**config.mk**
```make
export PLATFORM = sky130hd
export DESIGN_NAME = keypad_lock_ctrl
export DESIGN_NICKNAME = d
export VERILOG_FILES = /design/src/rtl/keypad_pkg.sv /design/src/rtl/keypad_lock_timer.sv /design/src/rtl/keypad_lock_ctrl.sv
export SDC_FILE = /design/constraint.sdc
export NUM_CORES = 1
export LEC_CHECK = 0
export ABC_AREA = 1
export CAP_MARGIN = 20
export CORE_ASPECT_RATIO = 2
export CORE_MARGIN = 4
export CORE_UTILIZATION = 46
export CTS_CLUSTER_SIZE = 16
export DETAILED_ROUTE_END_ITERATION = 16
export PLACE_DENSITY = 0.72
export SYNTH_ARGS = -nofsm -noshare
export SYNTH_HDL_FRONTEND = slang
export SYNTH_SLANG_ARGS = --single-unit
```
**constraint.sdc**
```tcl
create_clock -name clk -period 5.8 [get_ports clk]
set_clock_uncertainty 0.15 [all_clocks]
set_input_delay 0.58 -clock clk [delete_from_list [all_inputs] [get_ports clk]]
set_output_delay 0.58 -clock clk [all_outputs]
set_load 0.02 [all_outputs]
```
**src/rtl/keypad_pkg.sv**
```systemverilog
// keypad_pkg: shared constants and types for the keypad code lock.
//   - FSM state encodings (3 bits, legacy-compatible localparams)
//   - Special key codes (*, #, program)
//   - Key classification helper used by the lock controller
package keypad_pkg;

  localparam logic [2:0] ST_IDLE    = 3'd0;
  localparam logic [2:0] ST_ENTRY   = 3'd1;
  localparam logic [2:0] ST_CHECK   = 3'd2;
  localparam logic [2:0] ST_OPEN    = 3'd3;
  localparam logic [2:0] ST_PROG    = 3'd4;
  localparam logic [2:0] ST_LOCKOUT = 3'd5;

  localparam logic [3:0] KEY_STAR = 4'hE;
  localparam logic [3:0] KEY_HASH = 4'hF;
  localparam logic [3:0] KEY_PROG = 4'hA;

  typedef enum logic [2:0] {
    KC_DIGIT = 3'd0,
    KC_STAR  = 3'd1,
    KC_HASH  = 3'd2,
    KC_PROG  = 3'd3,
    KC_NONE  = 3'd4
  } key_class_e;

  // Maps a raw key code onto its role; 0xB..0xD fall into KC_NONE.
  function automatic key_class_e key_class(input logic [3:0] k);
    key_class_e c;
    case (k)
      KEY_STAR: c = KC_STAR;
      KEY_HASH: c = KC_HASH;
      KEY_PROG: c = KC_PROG;
      default:  c = (k <= 4'h9) ? KC_DIGIT : KC_NONE;
    endcase
    return c;
  endfunction

endpackage

```
**src/rtl/keypad_lock_timer.sv**
```systemverilog
// keypad_lock_timer: saturating up-counter shared by the inactivity
// timeout and the lockout duration.
//   clk   - clock
//   rst   - asynchronous active-low reset
//   clr   - synchronous clear to zero (wins over en)
//   en    - count enable
//   count - current count, holds at all-ones
module keypad_lock_timer
  import keypad_pkg::*;
#(
  parameter int WIDTH = 8
) (
  input  logic             clk,
  input  logic             rst,
  input  logic             clr,
  input  logic             en,
  output logic [WIDTH-1:0] count
);

  logic [WIDTH-1:0] count_q, count_d;

  // Next-count selection: clear, saturating increment or hold.
  always_comb begin
    count_d = count_q;
    if (clr) begin
      count_d = {WIDTH{1'b0}};
    end else if (en && (count_q != {WIDTH{1'b1}})) begin
      count_d = count_q + WIDTH'(1'b1);
    end else begin
      count_d = count_q;
    end
  end

  // Counter register.
  always_ff @(posedge clk or negedge rst) begin
    if (!rst) begin
      count_q <= {WIDTH{1'b0}};
    end else begin
      count_q <= count_d;
    end
  end

  assign count = count_q;

endmodule

```
**src/rtl/keypad_lock_ctrl.sv**
```systemverilog
// keypad_lock_ctrl: digit-code lock driven by the keypad decoder stream.
// Handles code entry, compare, unlock, inactivity timeout, retry lockout
// and (optionally) code reprogramming.
// Optional feature macro: KEYPAD_LOCK_PROG_EN (PROG state + writable code).
// Ports:
//   clk, rst          - clock, asynchronous active-low reset
//   key_value[3:0]    - decoded key code
//   key_valid         - key-held level; rising edge is one key event
//   unlocked          - high in OPEN (and PROG when compiled in)
//   alarm             - high in LOCKOUT
//   code_ok/code_err  - one-cycle result pulses
//   entry_count       - digits currently buffered
//   state_o[2:0]      - current FSM state (debug)
module keypad_lock_ctrl
  import keypad_pkg::*;
#(
  parameter int                  DIGITS       = 4,
  parameter logic [DIGITS*4-1:0] DEFAULT_CODE = 16'h1234,
  parameter int                  TIMEOUT_CYC  = 1000,
  parameter int                  LOCKOUT_CYC  = 5000,
  parameter int                  MAX_TRIES    = 3
) (
  input  logic                         clk,
  input  logic                         rst,
  input  logic [3:0]                   key_value,
  input  logic                         key_valid,
  output logic                         unlocked,
  output logic                         alarm,
  output logic                         code_ok,
  output logic                         code_err,
  output logic [$clog2(DIGITS+1)-1:0]  entry_count,
  output logic [2:0]                   state_o
);

  localparam int BUF_W = DIGITS * 4;
  localparam int CNT_W = $clog2(DIGITS + 1);
  localparam int TMAX  = (TIMEOUT_CYC > LOCKOUT_CYC) ? TIMEOUT_CYC : LOCKOUT_CYC;
  localparam int TMR_W = $clog2(TMAX + 1);
  localparam int TRY_W = $clog2(MAX_TRIES + 1);

  logic [2:0]       state_q, state_d;
  logic [BUF_W-1:0] buf_q, buf_d;
  logic [CNT_W-1:0] count_q, count_d;
  logic [TRY_W-1:0] tries_q, tries_d;
  logic             kv_q;
  logic             code_ok_q, code_ok_d, code_err_q, code_err_d;
  logic             unlocked_q, unlocked_d, alarm_q, alarm_d;

  logic [BUF_W-1:0] code_s;
  logic [BUF_W-1:0] buf_shift_s;
  logic [TMR_W-1:0] timer_s;
  logic             key_evt_s, timeout_s, lock_done_s, buf_full_s, tmr_clr_s;
  key_class_e       kc_s;

  assign key_evt_s   = key_valid & ~kv_q;
  assign kc_s        = key_class(key_value);
  assign buf_full_s  = (count_q == CNT_W'(DIGITS));
  assign buf_shift_s = (buf_q << 3'd4) | BUF_W'(key_value);
  assign timeout_s   = (timer_s == TMR_W'(TIMEOUT_CYC - 1));
  assign lock_done_s = (timer_s == TMR_W'(LOCKOUT_CYC - 1));

  // Key events are deliberately not reloads in LOCKOUT, so pressing keys
  // cannot stretch the lockout window.
  assign tmr_clr_s = (key_evt_s && (state_q != ST_LOCKOUT)) || (state_d != state_q);

  keypad_lock_timer #(.WIDTH(TMR_W)) u_timer (
    .clk   (clk),
    .rst   (rst),
    .clr   (tmr_clr_s),
    .en    (state_q != ST_IDLE),
    .count (timer_s)
  );

`ifdef KEYPAD_LOCK_PROG_EN
  logic [BUF_W-1:0] code_q, code_d;
  assign code_s = code_q;
`else
  assign code_s = DEFAULT_CODE;
`endif

  // FSM next state, digit buffer, retry counter and result pulses.
  always_comb begin
    state_d    = state_q;
    buf_d      = buf_q;
    count_d    = count_q;
    tries_d    = tries_q;
    code_ok_d  = 1'b0;
    code_err_d = 1'b0;
`ifdef KEYPAD_LOCK_PROG_EN
    code_d     = code_q;
`endif
    case (state_q)
      ST_IDLE: begin
        if (key_evt_s && (kc_s == KC_DIGIT)) begin
          buf_d   = BUF_W'(key_value);
          count_d = CNT_W'(1'b1);
          state_d = ST_ENTRY;
        end else begin
          state_d = ST_IDLE;
        end
      end
      ST_ENTRY: begin
        if (key_evt_s) begin
          case (kc_s)
            KC_DIGIT: begin
              if (!buf_full_s) begin
                buf_d   = buf_shift_s;
                count_d = count_q + CNT_W'(1'b1);
              end else begin
                buf_d   = buf_q;
              end
            end
            KC_STAR: begin
              buf_d   = {BUF_W{1'b0}};
              count_d = {CNT_W{1'b0}};
              state_d = ST_IDLE;
            end
            KC_HASH: state_d = ST_CHECK;
            default: state_d = ST_ENTRY;
          endcase
        end else if (timeout_s) begin
          buf_d   = {BUF_W{1'b0}};
          count_d = {CNT_W{1'b0}};
          state_d = ST_IDLE;
        end else begin
          state_d = ST_ENTRY;
        end
      end
      ST_CHECK: begin
        buf_d   = {BUF_W{1'b0}};
        count_d = {CNT_W{1'b0}};
        if (buf_full_s && (buf_q == code_s)) begin
          code_ok_d = 1'b1;
          tries_d   = {TRY_W{1'b0}};
          state_d   = ST_OPEN;
        end else begin
          code_err_d = 1'b1;
          tries_d    = tries_q + TRY_W'(1'b1);
          if (tries_q == TRY_W'(MAX_TRIES - 1)) begin
            state_d = ST_LOCKOUT;
          end else begin
            state_d = ST_IDLE;
          end
        end
      end
      ST_OPEN: begin
        if (key_evt_s && ((kc_s == KC_STAR) || (kc_s == KC_HASH))) begin
          state_d = ST_IDLE;
`ifdef KEYPAD_LOCK_PROG_EN
        end else if (key_evt_s && (kc_s == KC_PROG)) begin
          state_d = ST_PROG;
`endif
        end else if (!key_evt_s && timeout_s) begin
          state_d = ST_IDLE;
        end else begin
          state_d = ST_OPEN;
        end
      end
`ifdef KEYPAD_LOCK_PROG_EN
      ST_PROG: begin
        if (key_evt_s) begin
          case (kc_s)
            KC_DIGIT: begin
              if (!buf_full_s) begin
                buf_d   = buf_shift_s;
                count_d = count_q + CNT_W'(1'b1);
              end else begin
                buf_d   = buf_q;
              end
            end
            KC_HASH: begin
              if (buf_full_s) begin
                code_d    = buf_q;
                code_ok_d = 1'b1;
              end else begin
                code_err_d = 1'b1;
              end
              buf_d   = {BUF_W{1'b0}};
              count_d = {CNT_W{1'b0}};
              state_d = ST_OPEN;
            end
            KC_STAR: begin
              buf_d   = {BUF_W{1'b0}};
              count_d = {CNT_W{1'b0}};
              state_d = ST_OPEN;
            end
            default: state_d = ST_PROG;
          endcase
        end else if (timeout_s) begin
          buf_d   = {BUF_W{1'b0}};
          count_d = {CNT_W{1'b0}};
          state_d = ST_IDLE;
        end else begin
          state_d = ST_PROG;
        end
      end
`endif
      ST_LOCKOUT: begin
        if (lock_done_s) begin
          tries_d = {TRY_W{1'b0}};
          state_d = ST_IDLE;
        end else begin
          state_d = ST_LOCKOUT;
        end
      end
      default: begin
        buf_d   = {BUF_W{1'b0}};
        count_d = {CNT_W{1'b0}};
        state_d = ST_IDLE;
      end
    endcase
  end

  // Status outputs are registered from the next state so they line up with state_q.
  always_comb begin
`ifdef KEYPAD_LOCK_PROG_EN
    unlocked_d = (state_d == ST_OPEN) || (state_d == ST_PROG);
`else
    unlocked_d = (state_d == ST_OPEN);
`endif
    alarm_d = (state_d == ST_LOCKOUT);
  end

  // Controller state registers.
  always_ff @(posedge clk or negedge rst) begin
    if (!rst) begin
      state_q    <= ST_IDLE;
      buf_q      <= {BUF_W{1'b0}};
      count_q    <= {CNT_W{1'b0}};
      tries_q    <= {TRY_W{1'b0}};
      kv_q       <= 1'b0;
      code_ok_q  <= 1'b0;
      code_err_q <= 1'b0;
      unlocked_q <= 1'b0;
      alarm_q    <= 1'b0;
    end else begin
      state_q    <= state_d;
      buf_q      <= buf_d;
      count_q    <= count_d;
      tries_q    <= tries_d;
      kv_q       <= key_valid;
      code_ok_q  <= code_ok_d;
      code_err_q <= code_err_d;
      unlocked_q <= unlocked_d;
      alarm_q    <= alarm_d;
    end
  end

`ifdef KEYPAD_LOCK_PROG_EN
  // Writable code register; a reset restores the default code.
  always_ff @(posedge clk or negedge rst) begin
    if (!rst) begin
      code_q <= DEFAULT_CODE;
    end else begin
      code_q <= code_d;
    end
  end
`endif

  assign unlocked    = unlocked_q;
  assign alarm       = alarm_q;
  assign code_ok     = code_ok_q;
  assign code_err    = code_err_q;
  assign entry_count = count_q;
  assign state_o     = state_q;

endmodule

```
==> reports/qor.csv <==
metric;value;unit
total wire length;5.14;mm
VDD IR max;0.000296;V
minimum clock period;2.57;ns
Skew-Pair Late Insertion Delay;0.30;ns
FP Rows;36;
clock root cell;clkbuf_8;
leakage power total;0.00134;uW
gr ovfl total;0;
area grow syn2layout;11.7;%
first-pass GRT wire length;9.09;mm
fin nets;327;
setup_tns;0;ns
Worst-path clk slew;0.09;ns
WS Path Type;reg2reg;
synth unique cells;31;
CORE AREA;0.00495;sq mm
Crit path largest cell delay;0.54;ns
clk sinks;42;
Initial Utilization;0.483;
most frequent CP cell;nand2_1;
Final Instance Count excl. Fillers;374;
period utilization;0.442;
Max Freq;390;MHz
number of hold-repair buffers added at the cts stage;0;
die width;59.0;um
DP Cell Count;366;
critical path startpoint category;flop;
Worst R2R Path Depth;12;
sequential area share after synthesis;0.439;
Setup-failing EPs final;0;
slew margin rel.;0.360;
DRC viols;0;
Mapped Cells;299;
WP data required;5.87;ns
max-cap viol count;0;
layout cells sized above 1;0.129;
# diodes;0;
Syn Nets;310;
IO Port Bufs;16;
clk buf depth;2;
Critical Path, Cell by Cell;ha_1, nand2_1, inv_1, nand2_1, nor2_2, nand2_1, nand2_1, nand2_1, nand3_1, nor2_1, nand2_2, nor3_1;
Final Hold Viols;0;
Pwr Total;933;uW
r2r startpoint;u_timer.count[0];
critical path startpoint;u_timer.count[0];
drt pass-1 iters;4;
flops & latches, synth;42;
Placer Congestion;0.879;
Worst Path Arrival;2.63;ns
WL/cell;13.7;um
critical path endpoint category;flop;
Power Dens Cells;349;mW/mm^2
All-Layer GR Usage;0.182;
Post-CTS Resized;0;
Worst-Margin Slew;0.960;ns
post-DP HPWL;3.94;mm
DRT iter0 DRCs;46;
WP buf/inv;1;
Die Area;0.00649;sq mm
critical path's slowest cell;nor2_1;
CTS tree;done;
Post-CTS Setup Inserts;0;
Mapped Area;0.00239;sq mm
warnings from Yosys;0;
total I/O pin count;17;
vias in the first global route;2091;
Post-DRT Antenna Nets;0;
Vias/cell;5.46;
Max H-tree Level;2;
mean post-synth cell area;8.01;sq um
cell family with most CP delay;simple AND/OR/NAND/NOR gates;
critical path depth;12;
status;completed;
die span in y;110;um
CP max FO;11;
largest net degree at the start of global routing;43;
RSZ-0062 raised after global routing;false;
hold crit path type;in2async;
CTS Buf Count;5;
initial antenna violation count;0;
Final Max Tran Viols;0;
Vias;2041;
==> synthesized netlist by cell type <==
library cell	number	area [sq um]
nor2_1	29	109
o211ai_2	1	12.5
nor3_2	2	20.0
buf_4	1	7.51
nand2_4	1	11.3
o31ai_1	8	60.1
a21oi_1	7	35.0
nor3_1	6	30.0
nor2_2	6	37.5
inv_2	7	26.3
nor3b_1	2	15.0
buf_2	1	5.00
nand2_1	64	240
inv_4	1	6.26
nor2_4	2	22.5
buf_6	4	45.0
xnor2_1	2	17.5
nand3b_1	1	7.51
o22ai_1	1	6.26
o21a_1	1	7.51
o21ai_1	2	10.0
nand4_1	12	75.1
or2_1	1	6.26
xor2_1	9	78.8
inv_1	40	150
dfrtp_1	42	1050
nand2_2	3	18.8
o21ai_0	3	15.0
ha_1	4	50.1
o21ai_2	10	87.6
nand3_1	26	130
==> cells in the final DEF (no fill, tap or decap), types with 4 or more instances in the layout <==
cell type and instances:
inv_1 40, o21ai_2 10, xor2_1 9, nand3_1 26, inv_2 7, o31ai_1 8, nor2_1 29, clkdlybuf4s50_1 15
nand4_1 12, nor3_1 6, nor2_2 6, dfrtp_1 42, ha_1 4, clkbuf_8 5, nand2_1 64, a21oi_1 7
==> metrics by stage <==
step                utilization  area [sq um]  setup WS [ns]  hold WS [ns]
finish                    0.540          2670           3.23         0.277
CTS                       0.540          2670           3.27         0.306
floorplan                     -          2390           3.86         0.134
detailed placement        0.517          2560           3.04         0.315
global route              0.540          2670           3.00         0.352
global placement          0.517          2560           3.10         0.304
==> state kept, by name (all words and copies together), names as in the netlist <==
register,count
code_ok,1
state_o,3
code_err,1
entry_count,3
tries_q,2
unlocked,1
kv_q,1
u_timer.count,13
alarm,1
buf_q,16
==> power by group <==
group / internal, uW / switching, uW / total [uW]
sequential: 331 / 35.7 / 366
combinational: 101 / 235 / 336
clock: 129 / 102 / 230
==> final timing paths <==
kind / to / slack [ns]
worst max-delay path: u_timer.count[2] / 3.23
worst min-delay path: u_timer.count[0] / 0.28
worst max register to register: u_timer.count[2] / 3.23
worst min register to register: tries_q[0] / 0.32
max in group asynchronous: u_timer.count[7] / 4.61
min in group clk: tries_q[0] / 0.32
==> layer usage <==
metal / vias to the layer above / part of all wire / GRT usage
met3: 17 / 0.028 / 0.0303
met1: 985 / 0.37 / 0.187
met4: 0 / 0.034 / 0.0891
li1: 995 / - / -
met5: - / 0 / 0
met2: 44 / 0.57 / 0.342
==> area by class of cell <==
type                       count  area [sq um]
multi-input combinational    203          1100
clock inverter                 2          37.5
inverter                      48           183
sequential                    42          1050
tap                           57          71.3
fill                         491          2280
timing repair buffer          16           155
clock buffer                   6          72.6
==> kinds of logic after synthesis <==
logic type | count (synthesis) | share of synthesized area
fa+ha+maj | 4 | 0.0209
flops | 42 | 0.439
xor+xnor | 11 | 0.0402
simple gates | 155 | 0.302
compound gates | 33 | 0.0977
buf+inv | 54 | 0.100
Note: power is estimated with default switching activity, not from simulation.
